### src/rtl/pong_ball_engine.sv
`default_nettype none
// ============================================================================
//  Module   : pong_ball_engine
//  Purpose  : Single-clock ball controller for the VGA pong driver. Owns the
//             ball position, direction, serve timing, paddle/border bounces
//             and score event pulses.
//  Option   : PONG_SPEEDUP_EN -- when defined, every paddle hit raises the
//             speed by one pixel per tick, saturating at MAX_SPEED.
//  Revision : 1.0 - initial release
// ============================================================================
module pong_ball_engine #(
  parameter int W           = 10,
  parameter int BALL_SIZE   = 8,
  parameter int TICK_DIV    = 1000000,
  parameter int SPEED       = 1,
  parameter int MAX_SPEED   = 4,
  parameter int SERVE_TICKS = 60,
  parameter int START_H     = 316,
  parameter int START_V     = 236
) (
  input  logic         CLK_100MHz,
  input  logic         Reset,
  input  logic         run,
  input  logic [W-1:0] borderHmin,
  input  logic [W-1:0] borderHmax,
  input  logic [W-1:0] borderVmin,
  input  logic [W-1:0] borderVmax,
  input  logic [W-1:0] LHmin,
  input  logic [W-1:0] LHmax,
  input  logic [W-1:0] LVmin,
  input  logic [W-1:0] LVmax,
  input  logic [W-1:0] RHmin,
  input  logic [W-1:0] RHmax,
  input  logic [W-1:0] RVmin,
  input  logic [W-1:0] RVmax,
  output logic [W-1:0] BHmin,
  output logic [W-1:0] BHmax,
  output logic [W-1:0] BVmin,
  output logic [W-1:0] BVmax,
  output logic         scoreL,
  output logic         scoreR,
  output logic         hit,
  output logic         serving
);

  localparam int CW  = (TICK_DIV > 2) ? $clog2(TICK_DIV) : 1;
  localparam int STW = (SERVE_TICKS > 1) ? $clog2(SERVE_TICKS + 1) : 1;
  localparam int SW  = $clog2(((MAX_SPEED > BALL_SIZE) ? MAX_SPEED : BALL_SIZE) + 1);
  // Two guard bits: one for overflow past the top of the W range, one sign
  // bit so a step below zero compares as negative instead of wrapping.
  localparam int XW  = W + 2;

  typedef enum logic [1:0] {
    S_SERVE = 2'd0,
    S_MOVE  = 2'd1,
    S_SCORE = 2'd2
  } state_t;

  state_t           state_q;
  logic [CW-1:0]    tick_cnt_q;
  logic [STW-1:0]   serve_cnt_q;
  logic [SW-1:0]    speed_q;
  logic [W-1:0]     hmin_q, vmin_q;
  logic             dir_h_q, dir_v_q;   // 1 = increasing coordinate
  logic             score_l_q, score_r_q, hit_q, serving_q;

  logic             tick;
  logic [W-1:0]     hmax_cur, vmax_cur;
  logic signed [XW-1:0] spd_x, h_min_n, h_max_n, v_min_n, v_max_n;
  logic             hit_l, hit_r, goal_l, goal_r;
  logic [W-1:0]     hmin_d, vmin_d;
  logic             dir_h_d, dir_v_d;
  logic [SW-1:0]    speed_hit_d;

  function automatic logic signed [XW-1:0] ext(input logic [W-1:0] x);
    return signed'({2'b00, x});
  endfunction

  assign tick     = run && (tick_cnt_q == CW'(TICK_DIV - 1));
  assign hmax_cur = hmin_q + W'(BALL_SIZE - 1);
  assign vmax_cur = vmin_q + W'(BALL_SIZE - 1);

  // Movement tick divider; holds its count while the game is frozen.
  always_ff @(posedge CLK_100MHz or negedge Reset) begin
    if (!Reset) begin
      tick_cnt_q <= '0;
    end else if (run) begin
      if (tick_cnt_q == CW'(TICK_DIV - 1)) tick_cnt_q <= '0;
      else                                 tick_cnt_q <= tick_cnt_q + 1'b1;
    end
  end

  // Candidate next position, bounce and goal decisions for the current tick.
  always_comb begin
    spd_x   = signed'({{(XW - SW){1'b0}}, speed_q});
    h_min_n = dir_h_q ? ext(hmin_q) + spd_x : ext(hmin_q) - spd_x;
    v_min_n = dir_v_q ? ext(vmin_q) + spd_x : ext(vmin_q) - spd_x;
    h_max_n = h_min_n + XW'(BALL_SIZE - 1);
    v_max_n = v_min_n + XW'(BALL_SIZE - 1);

    hit_l = !dir_h_q && (h_min_n <= ext(LHmax)) && (hmin_q > LHmin) &&
            (vmax_cur >= LVmin) && (vmin_q <= LVmax);
    hit_r =  dir_h_q && (h_max_n >= ext(RHmin)) && (hmax_cur < RHmax) &&
            (vmax_cur >= RVmin) && (vmin_q <= RVmax);
    goal_r = !dir_h_q && !hit_l && (h_min_n <= ext(borderHmin));
    goal_l =  dir_h_q && !hit_r && (h_max_n >= ext(borderHmax));

    vmin_d  = v_min_n[W-1:0];
    dir_v_d = dir_v_q;
    if (!dir_v_q && (v_min_n <= ext(borderVmin))) begin
      vmin_d  = borderVmin + 1'b1;
      dir_v_d = 1'b1;
    end else if (dir_v_q && (v_max_n >= ext(borderVmax))) begin
      vmin_d  = borderVmax - W'(BALL_SIZE);
      dir_v_d = 1'b0;
    end

    hmin_d  = h_min_n[W-1:0];
    dir_h_d = dir_h_q;
    if (hit_l) begin
      hmin_d  = LHmax + 1'b1;
      dir_h_d = 1'b1;
    end else if (hit_r) begin
      hmin_d  = RHmin - W'(BALL_SIZE);
      dir_h_d = 1'b0;
    end

`ifdef PONG_SPEEDUP_EN
    speed_hit_d = (speed_q >= SW'(MAX_SPEED)) ? speed_q : speed_q + 1'b1;
`else
    speed_hit_d = speed_q;
`endif
  end

  // Game state machine: serve wait, movement, score hand-off; owns all outputs.
  always_ff @(posedge CLK_100MHz or negedge Reset) begin
    if (!Reset) begin
      state_q     <= S_SERVE;
      serve_cnt_q <= '0;
      speed_q     <= SW'(SPEED);
      hmin_q      <= W'(START_H);
      vmin_q      <= W'(START_V);
      dir_h_q     <= 1'b1;
      dir_v_q     <= 1'b1;
      score_l_q   <= 1'b0;
      score_r_q   <= 1'b0;
      hit_q       <= 1'b0;
      serving_q   <= 1'b1;
    end else begin
      score_l_q <= 1'b0;
      score_r_q <= 1'b0;
      hit_q     <= 1'b0;
      if (run) begin
        case (state_q)
          S_SERVE: begin
            if (tick) begin
              if (serve_cnt_q == STW'(SERVE_TICKS - 1)) begin
                serve_cnt_q <= '0;
                state_q     <= S_MOVE;
                serving_q   <= 1'b0;
              end else begin
                serve_cnt_q <= serve_cnt_q + 1'b1;
              end
            end
          end
          S_MOVE: begin
            if (tick) begin
              if (goal_l || goal_r) begin
                // Ball stays where it was; the next cycle recentres it.
                score_l_q <= goal_l;
                score_r_q <= goal_r;
                state_q   <= S_SCORE;
              end else begin
                hmin_q  <= hmin_d;
                vmin_q  <= vmin_d;
                dir_h_q <= dir_h_d;
                dir_v_q <= dir_v_d;
                if (hit_l || hit_r) begin
                  hit_q   <= 1'b1;
                  speed_q <= speed_hit_d;
                end
              end
            end
          end
          S_SCORE: begin
            hmin_q      <= W'(START_H);
            vmin_q      <= W'(START_V);
            dir_h_q     <= ~dir_h_q;
            speed_q     <= SW'(SPEED);
            serve_cnt_q <= '0;
            state_q     <= S_SERVE;
            serving_q   <= 1'b1;
          end
          default: begin
            state_q   <= S_SERVE;
            serving_q <= 1'b1;
          end
        endcase
      end
    end
  end

  assign BHmin   = hmin_q;
  assign BVmin   = vmin_q;
  assign BHmax   = hmax_cur;
  assign BVmax   = vmax_cur;
  assign scoreL  = score_l_q;
  assign scoreR  = score_r_q;
  assign hit     = hit_q;
  assign serving = serving_q;

endmodule
`default_nettype wire

### config.mk
export PLATFORM = sky130hd
export DESIGN_NAME = pong_ball_engine
export DESIGN_NICKNAME = d
export VERILOG_FILES = /design/src/rtl/pong_ball_engine.sv
export SDC_FILE = /design/constraint.sdc
export NUM_CORES = 1
export LEC_CHECK = 0
export CORE_ASPECT_RATIO = 1.2
export CORE_MARGIN = 2
export CORE_UTILIZATION = 53
export DETAILED_ROUTE_END_ITERATION = 8
export PLACE_DENSITY_LB_ADDON = 0.25
export SLEW_MARGIN = 20
export SYNTH_ARGS = -nofsm -noshare
export SYNTH_HDL_FRONTEND = slang
export SYNTH_SLANG_ARGS = --single-unit
### constraint.sdc
create_clock -name CLK_100MHz -period 6.5 [get_ports CLK_100MHz]
set_input_delay 1.625 -clock CLK_100MHz [delete_from_list [all_inputs] [get_ports CLK_100MHz]]
set_output_delay 1.625 -clock CLK_100MHz [all_outputs]
set_load 0.1 [all_outputs]
==> run summary, run 1 <==
WHS Path Cells: 1
Slew Limit Fails: 0
CTS sink count: 54
Synth top cells by count: inv_1 (146), ha_1 (131), nand2_1 (60), xnor2_1 (60), nor2_1 (57)
Crit path largest cell delay: 0.67 ns
Root Driver: clkbuf_16
Clk Latency, worst-skew pair: 0.29 ns
Buf/Inv on CP: 1
Final hold violation count: 0
Worst Path Max Fanout: 17
Avg Vias per Cell: 5.85
Total length of routed wires: 21700 um
Syn nets: 1229
Startpoint Class: register
Total gr overflow: 0
Max-cap violations: 0
Core Region: 0.0143 mm2
Routed length per instance: 16.6 um
Final period util: 90.7%
WP depth: 18
Min Tclk post-route: 5.89 ns
Slew HR: 28.1%
Yosys warning total: 0
Gr usage total: 27.7%
Final hold slack: 0.506 ns
Initial Util: 54.0%
Clock transition at path regs: 0.07 ns
Clock tree buffer depth: 2
R2r endpoint: BHmin[7]
CTS Buf Count: 5
Finished Cell Area: 0.00974 mm2
PwrDens: 170 mW/mm2
Critical path class: reg2reg
Diodes inserted: 0
PortBufs: 166
Sequential share of the synthesized area: 17.7%
Post-synth top flop: dfrtp_1
CP delay by family, top: compound AO/OA/AOI/OAI gates
Die Span X: 114 um
Vias: 7626
Psw: 737 uW
Distinct cells, synth: 76
Die ar.: 0.0156 mm2
Resized cells post-CTS: 0
DRC viols: 0
Switching Fraction: 44.6%
Antenna Nets Post-Route: 0
Worst EP required: 6.67 ns
Setup TNS: 0 ns
Status: finished clean
Worst Hold Endpoint: tick_cnt_q[4]
Flop2flop setup slack: 0.61 ns
CP max stage cell: dfrtp_1
RSZ-0062 raised after global routing: false
Hold_sp: tick_cnt_q[4]
Row cnt: 48
Clk pwr share: 18.7%
Setup Viol. Count Final: 0
CP Capture Type: register
Max H-tree Level: 2
Area delta synth->final: 26.1%
Post-synthesis cell count: 975
Global-route wire length before repair: 35000 um
Reg-to-reg critical path startpoint: BHmin[0]
Share of the synthesized area in the top cell type: 21.2%
CTS tree: done
Placer congestion estimate: 0.895
FF-to-FF path depth: 18
TritonRoute pass-1 iters: 5
Peak Freq: 0.170 GHz
Die H: 136 um
Number of synthesized flops with an enable pin: 0
Synth top area cells: ha_1 (21%), dfrtp_1 (13%), inv_1 (7.1%)
Cell taking the most area after synthesis: ha_1
Vias in the first global route: 7374
Final Net Count: 1382
Max VDD drop: 0.000117 V
Cts hold-fix bufs: 0
Detailed Place HPWL: 17800 um
Syn avg cell area: 7.92 um2
Pint: 915 uW
Post-CTS Setup Bufs: 0
Skew final: 0.00721 ns
Worst Tran Pin Value: 1.07 ns
Initial DRC Count: 397
Worst hold-check path type: reg2reg
P_leak: 4.68 nW
Logic pwr share: 55.6%
I/O pin cnt: 167
DP Area: 0.00957 mm2
Async S/R FF share, synth: 100%
Share of cells above drive strength 1: 4.43%
Largest net degree at the start of global routing: 55
Most frequent cell after synthesis: inv_1
Seq pwr share: 25.7%
CP arrival: 6.06 ns
Synthesized area: 0.00772 mm2
Initial antenna violation count: 0
CP cell instances: inv_1 -> ha_1 -> or3b_4 -> mux2i_1 -> xnor2_1 -> nand3_1 -> xnor2_1 -> ha_1 -> a21o_1 -> a21o_1 -> a221o_1 -> a21oi_1 -> o21ai_0 -> a221oi_1 -> o41ai_1 -> a211o_1 -> nand2_1 -> mux2_1
Seq cells post-synth: 54
## how the worst max path moves through the flow
| stage | from | endpoint | slack, ns |
|---|---|---|---|
| after floorplan | BHmin[0] | BHmin[0] | 0.06 |
| final | BHmin[0] | BHmin[7] | 0.61 |
| after CTS | BHmin[0] | BHmin[7] | 0.67 |
| after global placement | BHmin[0] | BHmin[7] | 0.89 |
| after global routing | BHmin[0] | BHmin[6] | 0.25 |
| after detailed placement | BHmin[0] | BHmin[6] | 0.72 |
## power by group through the flow
stage          clock network, mW  registers (mW)  logic, mW
2_1_floorplan                  0           0.469      0.600
3_3_place_gp                   0           0.429      0.893
3_5_place_dp                   0           0.429      0.910
4_1_cts                    0.313           0.424      0.916
5_1_grt                    0.325           0.430       1.00
6_report                   0.309           0.425      0.918
## cells in the final DEF (no fill, tap or decap), types with 4 or more instances in the layout
| master | instances |
|---|---|
| dfstp_2 | 13 |
| nand4_1 | 31 |
| nand2b_1 | 11 |
| a211oi_1 | 10 |
| nor3_1 | 26 |
| o21a_1 | 11 |
| nor4_1 | 13 |
| o22ai_1 | 19 |
| a21oi_1 | 37 |
| xor2_1 | 29 |
| ha_1 | 131 |
| a31oi_1 | 10 |
| and2_1 | 6 |
| or3_1 | 10 |
| dfrtp_1 | 41 |
| and3_1 | 11 |
| buf_4 | 6 |
| o21ai_1 | 4 |
| mux2_1 | 4 |
| mux2i_1 | 22 |
| xnor2_2 | 5 |
| o21ai_0 | 32 |
| nand2_1 | 60 |
| clkdlybuf4s50_1 | 165 |
| xnor2_1 | 57 |
| nand3_1 | 50 |
| inv_1 | 146 |
| nor2b_1 | 10 |
| clkbuf_16 | 5 |
| a21o_1 | 17 |
| nor2_1 | 57 |
| o211ai_1 | 8 |
## worst register-to-register path, stage by stage (launching register included)
cell	delay [ns]
dfrtp_1	0.67
inv_1	0.27
ha_1	0.37
or3b_4	0.30
mux2i_1	0.09
xnor2_1	0.52
nand3_1	0.26
xnor2_1	0.31
ha_1	0.30
a21o_1	0.18
a21o_1	0.18
a221o_1	0.29
a21oi_1	0.15
o21ai_0	0.10
a221oi_1	0.27
o41ai_1	0.17
a211o_1	0.39
nand2_1	0.57
mux2_1	0.39
## state kept, by name, summed over array words and instances (netlist names)
name         cells
tick_cnt_q      20
BHmin           10
BVmin           10
serve_cnt_q      6
state_q          2
dir_h_q          1
dir_v_q          1
hit              1
scoreL           1
scoreR           1
serving          1
## stage by stage
stage | setup slack [ns] | total power, mW | cells | utilization [%]
finish | 0.605 | 1.65 | 1304 | 68.1
global route | 0.246 | 1.76 | 1304 | 68.1
CTS | 0.671 | 1.65 | 1304 | 68.1
detailed placement | 0.715 | 1.34 | 1296 | 66.9
global placement | 0.889 | 1.32 | 1296 | 66.9
floorplan | 0.0606 | 1.07 | 975 | -
## layout make-up
class                      instances  area (um2)
multi-input combinational        749        5730
fill                            1249        4550
clock buffer                       7         143
sequential                        54        1370
inverter                         146         548
tap                              175         219
timing repair buffer             172        1700
clock inverter                     1        30.0
## cell families (layout without fill, tap and decap cells)
family                   after synthesis  count (layout)  share of synthesized area, %
XOR/XNOR                              95              95                          11.3
AO/OA/AOI/OAI                        192             192                          16.8
multiplexers                          28              28                          3.73
flip-flops                            54              54                          17.7
buffers and inverters                172             326                          8.73
AND/OR/NAND/NOR                      303             303                          20.6
adder cells (fa/ha/maj)              131             131                          21.2
## layer usage
metal / share of wire, % / GRT usage, % / up-vias / wire, um
li1: - / - / 3773 / -
met1: 41 / 33.0 / 3539 / 8890
met2: 50 / 50.4 / 264 / 10800
met3: 5.7 / 3.52 / 50 / 1240
met4: 3.4 / 10.4 / 0 / 736
met5: 0 / 0 / - / 0
(Power assumes the default switching activity.)
==> run 2: changes to the inputs <==
--- a/config.mk
+++ b/config.mk
@@ -7,7 +7,7 @@
 export LEC_CHECK = 0
 export CORE_ASPECT_RATIO = 1.2
 export CORE_MARGIN = 2
-export CORE_UTILIZATION = 53
+export CORE_UTILIZATION = 57
 export DETAILED_ROUTE_END_ITERATION = 8
 export PLACE_DENSITY_LB_ADDON = 0.25
 export SLEW_MARGIN = 20
==> constraint.sdc (replaced) <==
create_clock -name CLK_100MHz -period 7.4 [get_ports CLK_100MHz]
set_input_delay 1.85 -clock CLK_100MHz [delete_from_list [all_inputs] [get_ports CLK_100MHz]]
set_output_delay 1.85 -clock CLK_100MHz [all_outputs]
set_load 0.1 [all_outputs]
==> run 2 against run 1 <==
Critical path depth is the same. Die area shrank 6.8%. Sequential share of layout area grew 0.18 points.
==> run summary, run 2 (synthesis results as in run 1) <==
Largest net degree at the start of global routing: 55 (unchanged)
Clock transition at path regs: 0.07 ns (about the same)
Met1 WL: 8710 um (was 8890 um)
Root Driver: clkbuf_16 (unchanged)
Finished Cell Area: 0.00961 mm2 (was 0.00974 mm2)
Commonest non-fill, non-tap cell in the layout: clkdlybuf4s50_1 (unchanged)
Row cnt: 46 (was 48)
Startpoint Class: register (unchanged)
Worst Tran Pin Value: 1.02 ns (was 1.07 ns)
Max reg flops: 20 (unchanged)
Setup Viol. Count Final: 0 (unchanged)
Hold_sp: tick_cnt_q[4] (unchanged)
CTS tree: done (unchanged)
Global-route wire length before repair: 34800 um (was 35000 um)
Final Net Count: 1377 (was 1382)
Slew HR: 31.7% (was 28.1%)
Post-CTS Setup Bufs: 0 (unchanged)
PwrDens: 145 mW/mm2 (was 170 mW/mm2)
Area delta synth->final: 24.5% (was 26.1%)
Cts hold-fix bufs: 0 (unchanged)
Reg with most FFs: tick_cnt_q (unchanged)
Clk Latency, worst-skew pair: 0.29 ns (about the same)
Share of cells above drive strength 1: 3.56% (was 4.43%)
DP Area: 0.00947 mm2 (was 0.00957 mm2)
Status: finished clean (unchanged)
Critical path class: reg2reg (unchanged)
PortBufs: 166 (unchanged)
Max VDD drop: 0.0000973 V (was 0.000117 V)
Worst hold-check path type: reg2reg (unchanged)
Die ar.: 0.0145 mm2 (was 0.0156 mm2)
WL met2: 10600 um (was 10800 um)
TritonRoute pass-1 iters: 5 (unchanged)
Die Span X: 110 um (was 114 um)
Total length of routed wires: 21100 um (was 21700 um)
Placer congestion estimate: 0.932 (was 0.895)
Reg-to-reg critical path startpoint: BHmin[0] (unchanged)
Origin of the worst setup path: BHmin[0] (unchanged)
Fillers: 1102 (was 1249)
Initial Util: 58.3% (was 54.0%)
Avg Vias per Cell: 5.88 (was 5.85)
Max H-tree Level: 2 (unchanged)
Multi-input logic area: 0.00568 mm2 (was 0.00573 mm2)
P_leak: 4.62 nW (was 4.68 nW)
Vias in the first global route: 7446 (was 7374)
Antenna Nets Post-Route: 0 (unchanged)
Setup TNS: 0 ns (unchanged)
Worst EP required: 7.56 ns (was 6.67 ns)
Seq. cell area: 0.00137 mm2 (unchanged)
Final period util: 80.5% (was 90.7%)
Routed length per instance: 16.3 um (was 16.6 um)
Initial antenna violation count: 0 (unchanged)
Die H: 132 um (was 136 um)
Vias: 7601 (was 7626)
Worst Path Max Fanout: 17 (unchanged)
Gr usage total: 29.7% (was 27.7%)
Peak Freq: 0.168 GHz (was 0.170 GHz)
I/O pin cnt: 167 (unchanged)
Resized cells post-CTS: 0 (unchanged)
Min Tclk post-route: 5.96 ns (was 5.89 ns)
Final hold violation count: 0 (unchanged)
Initial DRC Count: 560 (was 397)
Core Region: 0.0132 mm2 (was 0.0143 mm2)
Max-cap violations: 0 (unchanged)
RSZ-0062 raised after global routing: false (unchanged)
CTS sink count: 54 (unchanged)
Highest routed metal layer: met4 (unchanged)
Slew Limit Fails: 0 (unchanged)
Commonest non-fill, non-tap cells in the layout: clkdlybuf4s50_1 (165), inv_1 (146), ha_1 (131) (unchanged)
Diodes inserted: 0 (unchanged)
Total gr overflow: 0 (unchanged)
Detailed Place HPWL: 17300 um (was 17800 um)
CP Capture Type: register (unchanged)
Power after layout: 1.40 mW (was 1.65 mW)
Clock tree buffer depth: 2 (unchanged)
CTS Buf Count: 5 (unchanged)
Met3 routed WL: 1270 um (was 1240 um)
CP arrival: 6.12 ns (was 6.06 ns)
Skew final: 0.00980 ns (was 0.00721 ns)
DRC viols: 0 (unchanged)
-- run 2: layer usage --
layer,vias to the layer above,track usage (%)
met1,3514,36.4
li1,3766,-
met2,274,53.5
met5,-,0
met3,47,3.52
met4,0,8.26
-- run 2: metrics by stage --
step | worst slack (ns) | hold slack, ns | std cells | utilization, %
finish | 1.44 | 0.506 | 1292 | 72.6
global route | 1.03 | 0.535 | 1292 | 72.6
CTS | 1.55 | 0.509 | 1292 | 72.6
detailed placement | 1.58 | 0.494 | 1284 | 71.6
global placement | 1.75 | 0.490 | 1284 | 71.6
floorplan | 0.284 | 0.466 | 975 | -
-- run 2: area by class of cell --
type | count | area share (%)
tap | 168 | 2.19
clock buffer | 6 | 1.34
inverter | 146 | 5.70
sequential | 54 | 14.2
multi-input combinational | 749 | 59.1
timing repair buffer | 167 | 17.3
clock inverter | 2 | 0.143
-- run 2: power by group --
| part | internal, mW | switching (mW) |
|---|---|---|
| combinational | 0.308 | 0.487 |
| sequential | 0.322 | 0.0506 |
| clock | 0.126 | 0.102 |
-- run 2: critical path, stage by stage (launching register included) --
cell,delay (ns)
dfrtp_1,0.67
inv_1,0.28
ha_1,0.33
or3b_4,0.28
mux2i_1,0.09
xnor2_1,0.58
nand3_1,0.28
xnor2_1,0.30
ha_1,0.29
a21o_1,0.19
a21oi_1,0.14
nor2b_1,0.06
o21a_1,0.16
o21ai_0,0.14
nand3_1,0.13
o31ai_2,0.65
a211o_1,0.33
nand2_1,0.43
a221o_1,0.50
-- run 2: path summary, 6_finish.rpt --
check / end / cells past startpoint / slack [ns]
min in group asynchronous: tick_cnt_q[3] / 2 / 1.67
max in group asynchronous: BHmin[7] / 2 / 5.27
min: tick_cnt_q[4] / 1 / 0.51
max reg2reg: BHmin[0] / 18 / 1.44
max: BHmin[0] / 18 / 1.44
min reg2reg: tick_cnt_q[4] / 1 / 0.51
==> run 3: changes to the inputs <==
--- a/config.mk
+++ b/config.mk
@@ -7,7 +7,7 @@
 export LEC_CHECK = 0
 export CORE_ASPECT_RATIO = 1.2
 export CORE_MARGIN = 2
-export CORE_UTILIZATION = 57
+export CORE_UTILIZATION = 53
 export DETAILED_ROUTE_END_ITERATION = 8
 export PLACE_DENSITY_LB_ADDON = 0.25
 export SLEW_MARGIN = 20
==> constraint.sdc (replaced) <==
create_clock -name CLK_100MHz -period 5.5 [get_ports CLK_100MHz]
set_input_delay 1.375 -clock CLK_100MHz [delete_from_list [all_inputs] [get_ports CLK_100MHz]]
set_output_delay 1.375 -clock CLK_100MHz [all_outputs]
set_load 0.1 [all_outputs]
==> run 3 against run 2 <==
First-iteration DRC count down 27%. Register-to-register slack got worse by 1.1 ns. Routed wire length up 1.6%. Combinational power up 40%. Global-route usage is 1.6 points lower. Die area rose by 7.3%. Total power is 38% higher. Non-clock buffer count up 14. Critical path type unchanged. Largest cell class unchanged.
==> run summary, run 3 (synthesis results as in run 1) <==
Die ar.: 0.0156 mm2 (was 0.0145 mm2)
Clk Latency, worst-skew pair: 0.29 ns (about the same)
Initial Util: 54.0% (was 58.3%)
Status: finished clean (unchanged)
CP arrival: 5.36 ns (was 6.12 ns)
Post-CTS Setup Bufs: 0 (unchanged)
CP max stage cell: dfrtp_4 (was dfrtp_1)
Worst Path Max Fanout: 14 (was 17)
CTS Buf Count: 5 (unchanged)
Fin util: 69.3% (was 72.6%)
Final hold violation count: 0 (unchanged)
Root Driver: clkbuf_16 (unchanged)
Reg with most FFs: tick_cnt_q (unchanged)
Avg Vias per Cell: 5.75 (was 5.88)
TritonRoute pass-1 iters: 5 (unchanged)
Initial DRC Count: 407 (was 560)
Routed length per instance: 16.3 um (about the same)
CTS sink count: 54 (unchanged)
Max reg flops: 20 (unchanged)
RSZ-0062 raised after global routing: false (unchanged)
Psw: 881 uW (was 640 uW)
Resized cells post-CTS: 0 (unchanged)
Worst EP required: 5.71 ns (was 7.56 ns)
Antenna Nets Post-Route: 0 (unchanged)
Slew HR: 31.4% (was 31.7%)
Fillers: 1221 (was 1102)
Vias: 7553 (was 7601)
Largest net degree at the start of global routing: 35 (was 55)
Power after layout: 1.92 mW (was 1.40 mW)
Gr usage total: 28.1% (was 29.7%)
Min Tclk post-route: 5.15 ns (was 5.96 ns)
Most used cell, CP: mux2i_1
CP cell instances: clkinvlp_4 -> ha_4 -> or3b_4 -> mux2i_1 -> xnor2_2 -> nand3_2 -> nor2_1 -> xor2_1 -> ha_1 -> nand4_1 -> inv_1 -> a221o_1 -> a21oi_1 -> o21ai_1 -> a221oi_2 -> o41ai_1 -> a211o_1 -> nand2_1 -> buf_4 -> mux2i_1 (was inv_1 -> ha_1 -> or3b_4 -> mux2i_1 -> xnor2_1 -> nand3_1 -> xnor2_1 -> ha_1 -> a21o_1 -> a21oi_1 -> nor2b_1 -> o21a_1 -> o21ai_0 -> nand3_1 -> o31ai_2 -> a211o_1 -> nand2_1 -> a221o_1)
Total gr overflow: 0 (unchanged)
Seq pwr share: 26.3% (was 26.7%)
I/O pin cnt: 167 (unchanged)
Skew final: 0.00924 ns (was 0.00980 ns)
Commonest non-fill, non-tap cell in the layout: clkdlybuf4s50_1 (unchanged)
Critical path class: reg2reg (unchanged)
Final Net Count: 1391 (was 1377)
Slew Limit Fails: 0 (unchanged)
Clock transition at path regs: 0.07 ns (about the same)
Core Region: 0.0143 mm2 (was 0.0132 mm2)
Area delta synth->final: 28.3% (was 24.5%)
Switching Fraction: 45.8% (was 45.9%)
Worst Tran Pin Value: 1.03 ns (was 1.02 ns)
Setup Viol. Count Final: 0 (unchanged)
Placer congestion estimate: 0.930 (was 0.932)
Setup TNS: 0 ns (unchanged)
Share of cells above drive strength 1: 6.85% (was 3.56%)
Die Span X: 114 um (was 110 um)
Row cnt: 48 (was 46)
PortBufs: 166 (unchanged)
Global-route wire length before repair: 35400 um (was 34800 um)
Initial antenna violation count: 0 (unchanged)
Max-cap violations: 0 (unchanged)
PwrDens: 194 mW/mm2 (was 145 mW/mm2)
Total length of routed wires: 21500 um (was 21100 um)
CTS tree: done (unchanged)
Cts hold-fix bufs: 0 (unchanged)
DRC viols: 0 (unchanged)
Final hold slack: 0.508 ns (was 0.506 ns)
Clk pwr share: 15.7% (was 16.3%)
Pint: 1.04 mW (was 755 uW)
Clock tree buffer depth: 2 (unchanged)
CP Capture Type: register (unchanged)
Max VDD drop: 0.000150 V (was 0.0000973 V)
Logic pwr share: 57.9% (was 57.0%)
Peak Freq: 0.194 GHz (was 0.168 GHz)
Max H-tree Level: 2 (unchanged)
Commonest non-fill, non-tap cells in the layout: clkdlybuf4s50_1 (162), inv_1 (144), ha_1 (130) (was clkdlybuf4s50_1 (165), inv_1 (146), ha_1 (131))
Diodes inserted: 0 (unchanged)
Worst hold-check path type: reg2reg (unchanged)
Die H: 136 um (was 132 um)
Startpoint Class: register (unchanged)
Crit path largest cell delay: 0.58 ns (was 0.67 ns)
Vias in the first global route: 7444 (was 7446)
Detailed Place HPWL: 17900 um (was 17300 um)
Final period util: 93.6% (was 80.5%)
P_leak: 4.75 nW (was 4.62 nW)
-- run 3: cell types whose count changed in the layout (fill, tap and decap cells not counted), sizes merged --
cell,previous run,this run
clkinvlp,0,2
buf,2,19
clkdlybuf4s50,165,162
inv,146,144
-- run 3: final timing paths --
path	from	to	slack (ns)	depth (start not counted)
setup / recovery	BHmin[0]	BHmin[8]	0.35	20
hold / removal	serve_cnt_q[1]	serve_cnt_q[1]	0.51	2
setup reg to reg	BHmin[0]	BHmin[8]	0.35	20
hold reg to reg	serve_cnt_q[1]	serve_cnt_q[1]	0.51	2
max in group asynchronous	Reset	BHmin[5]	3.56	2
min in group asynchronous	Reset	tick_cnt_q[3]	1.11	1
-- run 3: worst max-delay path, delay by kind of cell, from the launching register on --
kind,cells,cell delay (ns)
AOI/OAI and AO/OA,6,1.27
xor gates and xnor gates,2,0.46
adders and majority gates,2,0.50
buffers and inverters,3,0.50
DFF,1,0.58
muxes,2,0.43
and+or+nand+nor,5,1.32
-- run 3: cell type report --
type | count | area (um2) | area share, %
tap | 175 | 219 | 2.21
sequential | 54 | 1380 | 13.9
clock inverter | 2 | 10.0 | 0.101
multi-input combinational | 749 | 5860 | 59.1
clock buffer | 6 | 129 | 1.30
timing repair buffer | 181 | 1760 | 17.8
inverter | 146 | 556 | 5.61
-- run 3: power by group through the flow --
stage	Sequential, mW	Combinational [mW]	Clock (mW)
floorplan	0.558	0.729	0
global placement	0.510	1.09	0
detailed placement	0.511	1.11	0
CTS	0.505	1.11	0.304
global route	0.513	1.22	0.319
finish	0.507	1.11	0.303
-- run 3: per-layer routing --
metal	share of wire [%]	routed length (um)	vias up	global-route usage, %
li1	-	-	3771	-
met1	42	8970	3489	34.4
met2	50	10700	251	52.1
met3	5.7	1220	42	2.67
met4	2.5	546	0	7.86
met5	0	0	-	0
-- run 3: through the flow --
stage | std cells | cell area (um2) | worst slack, ns
after global routing | 1313 | 9910 | 0.0313
after CTS | 1313 | 9900 | 0.306
after global placement | 1305 | 9760 | 0.444
after detailed placement | 1305 | 9760 | 0.348
final | 1313 | 9910 | 0.353
after floorplan | 975 | 7910 | 0.00404
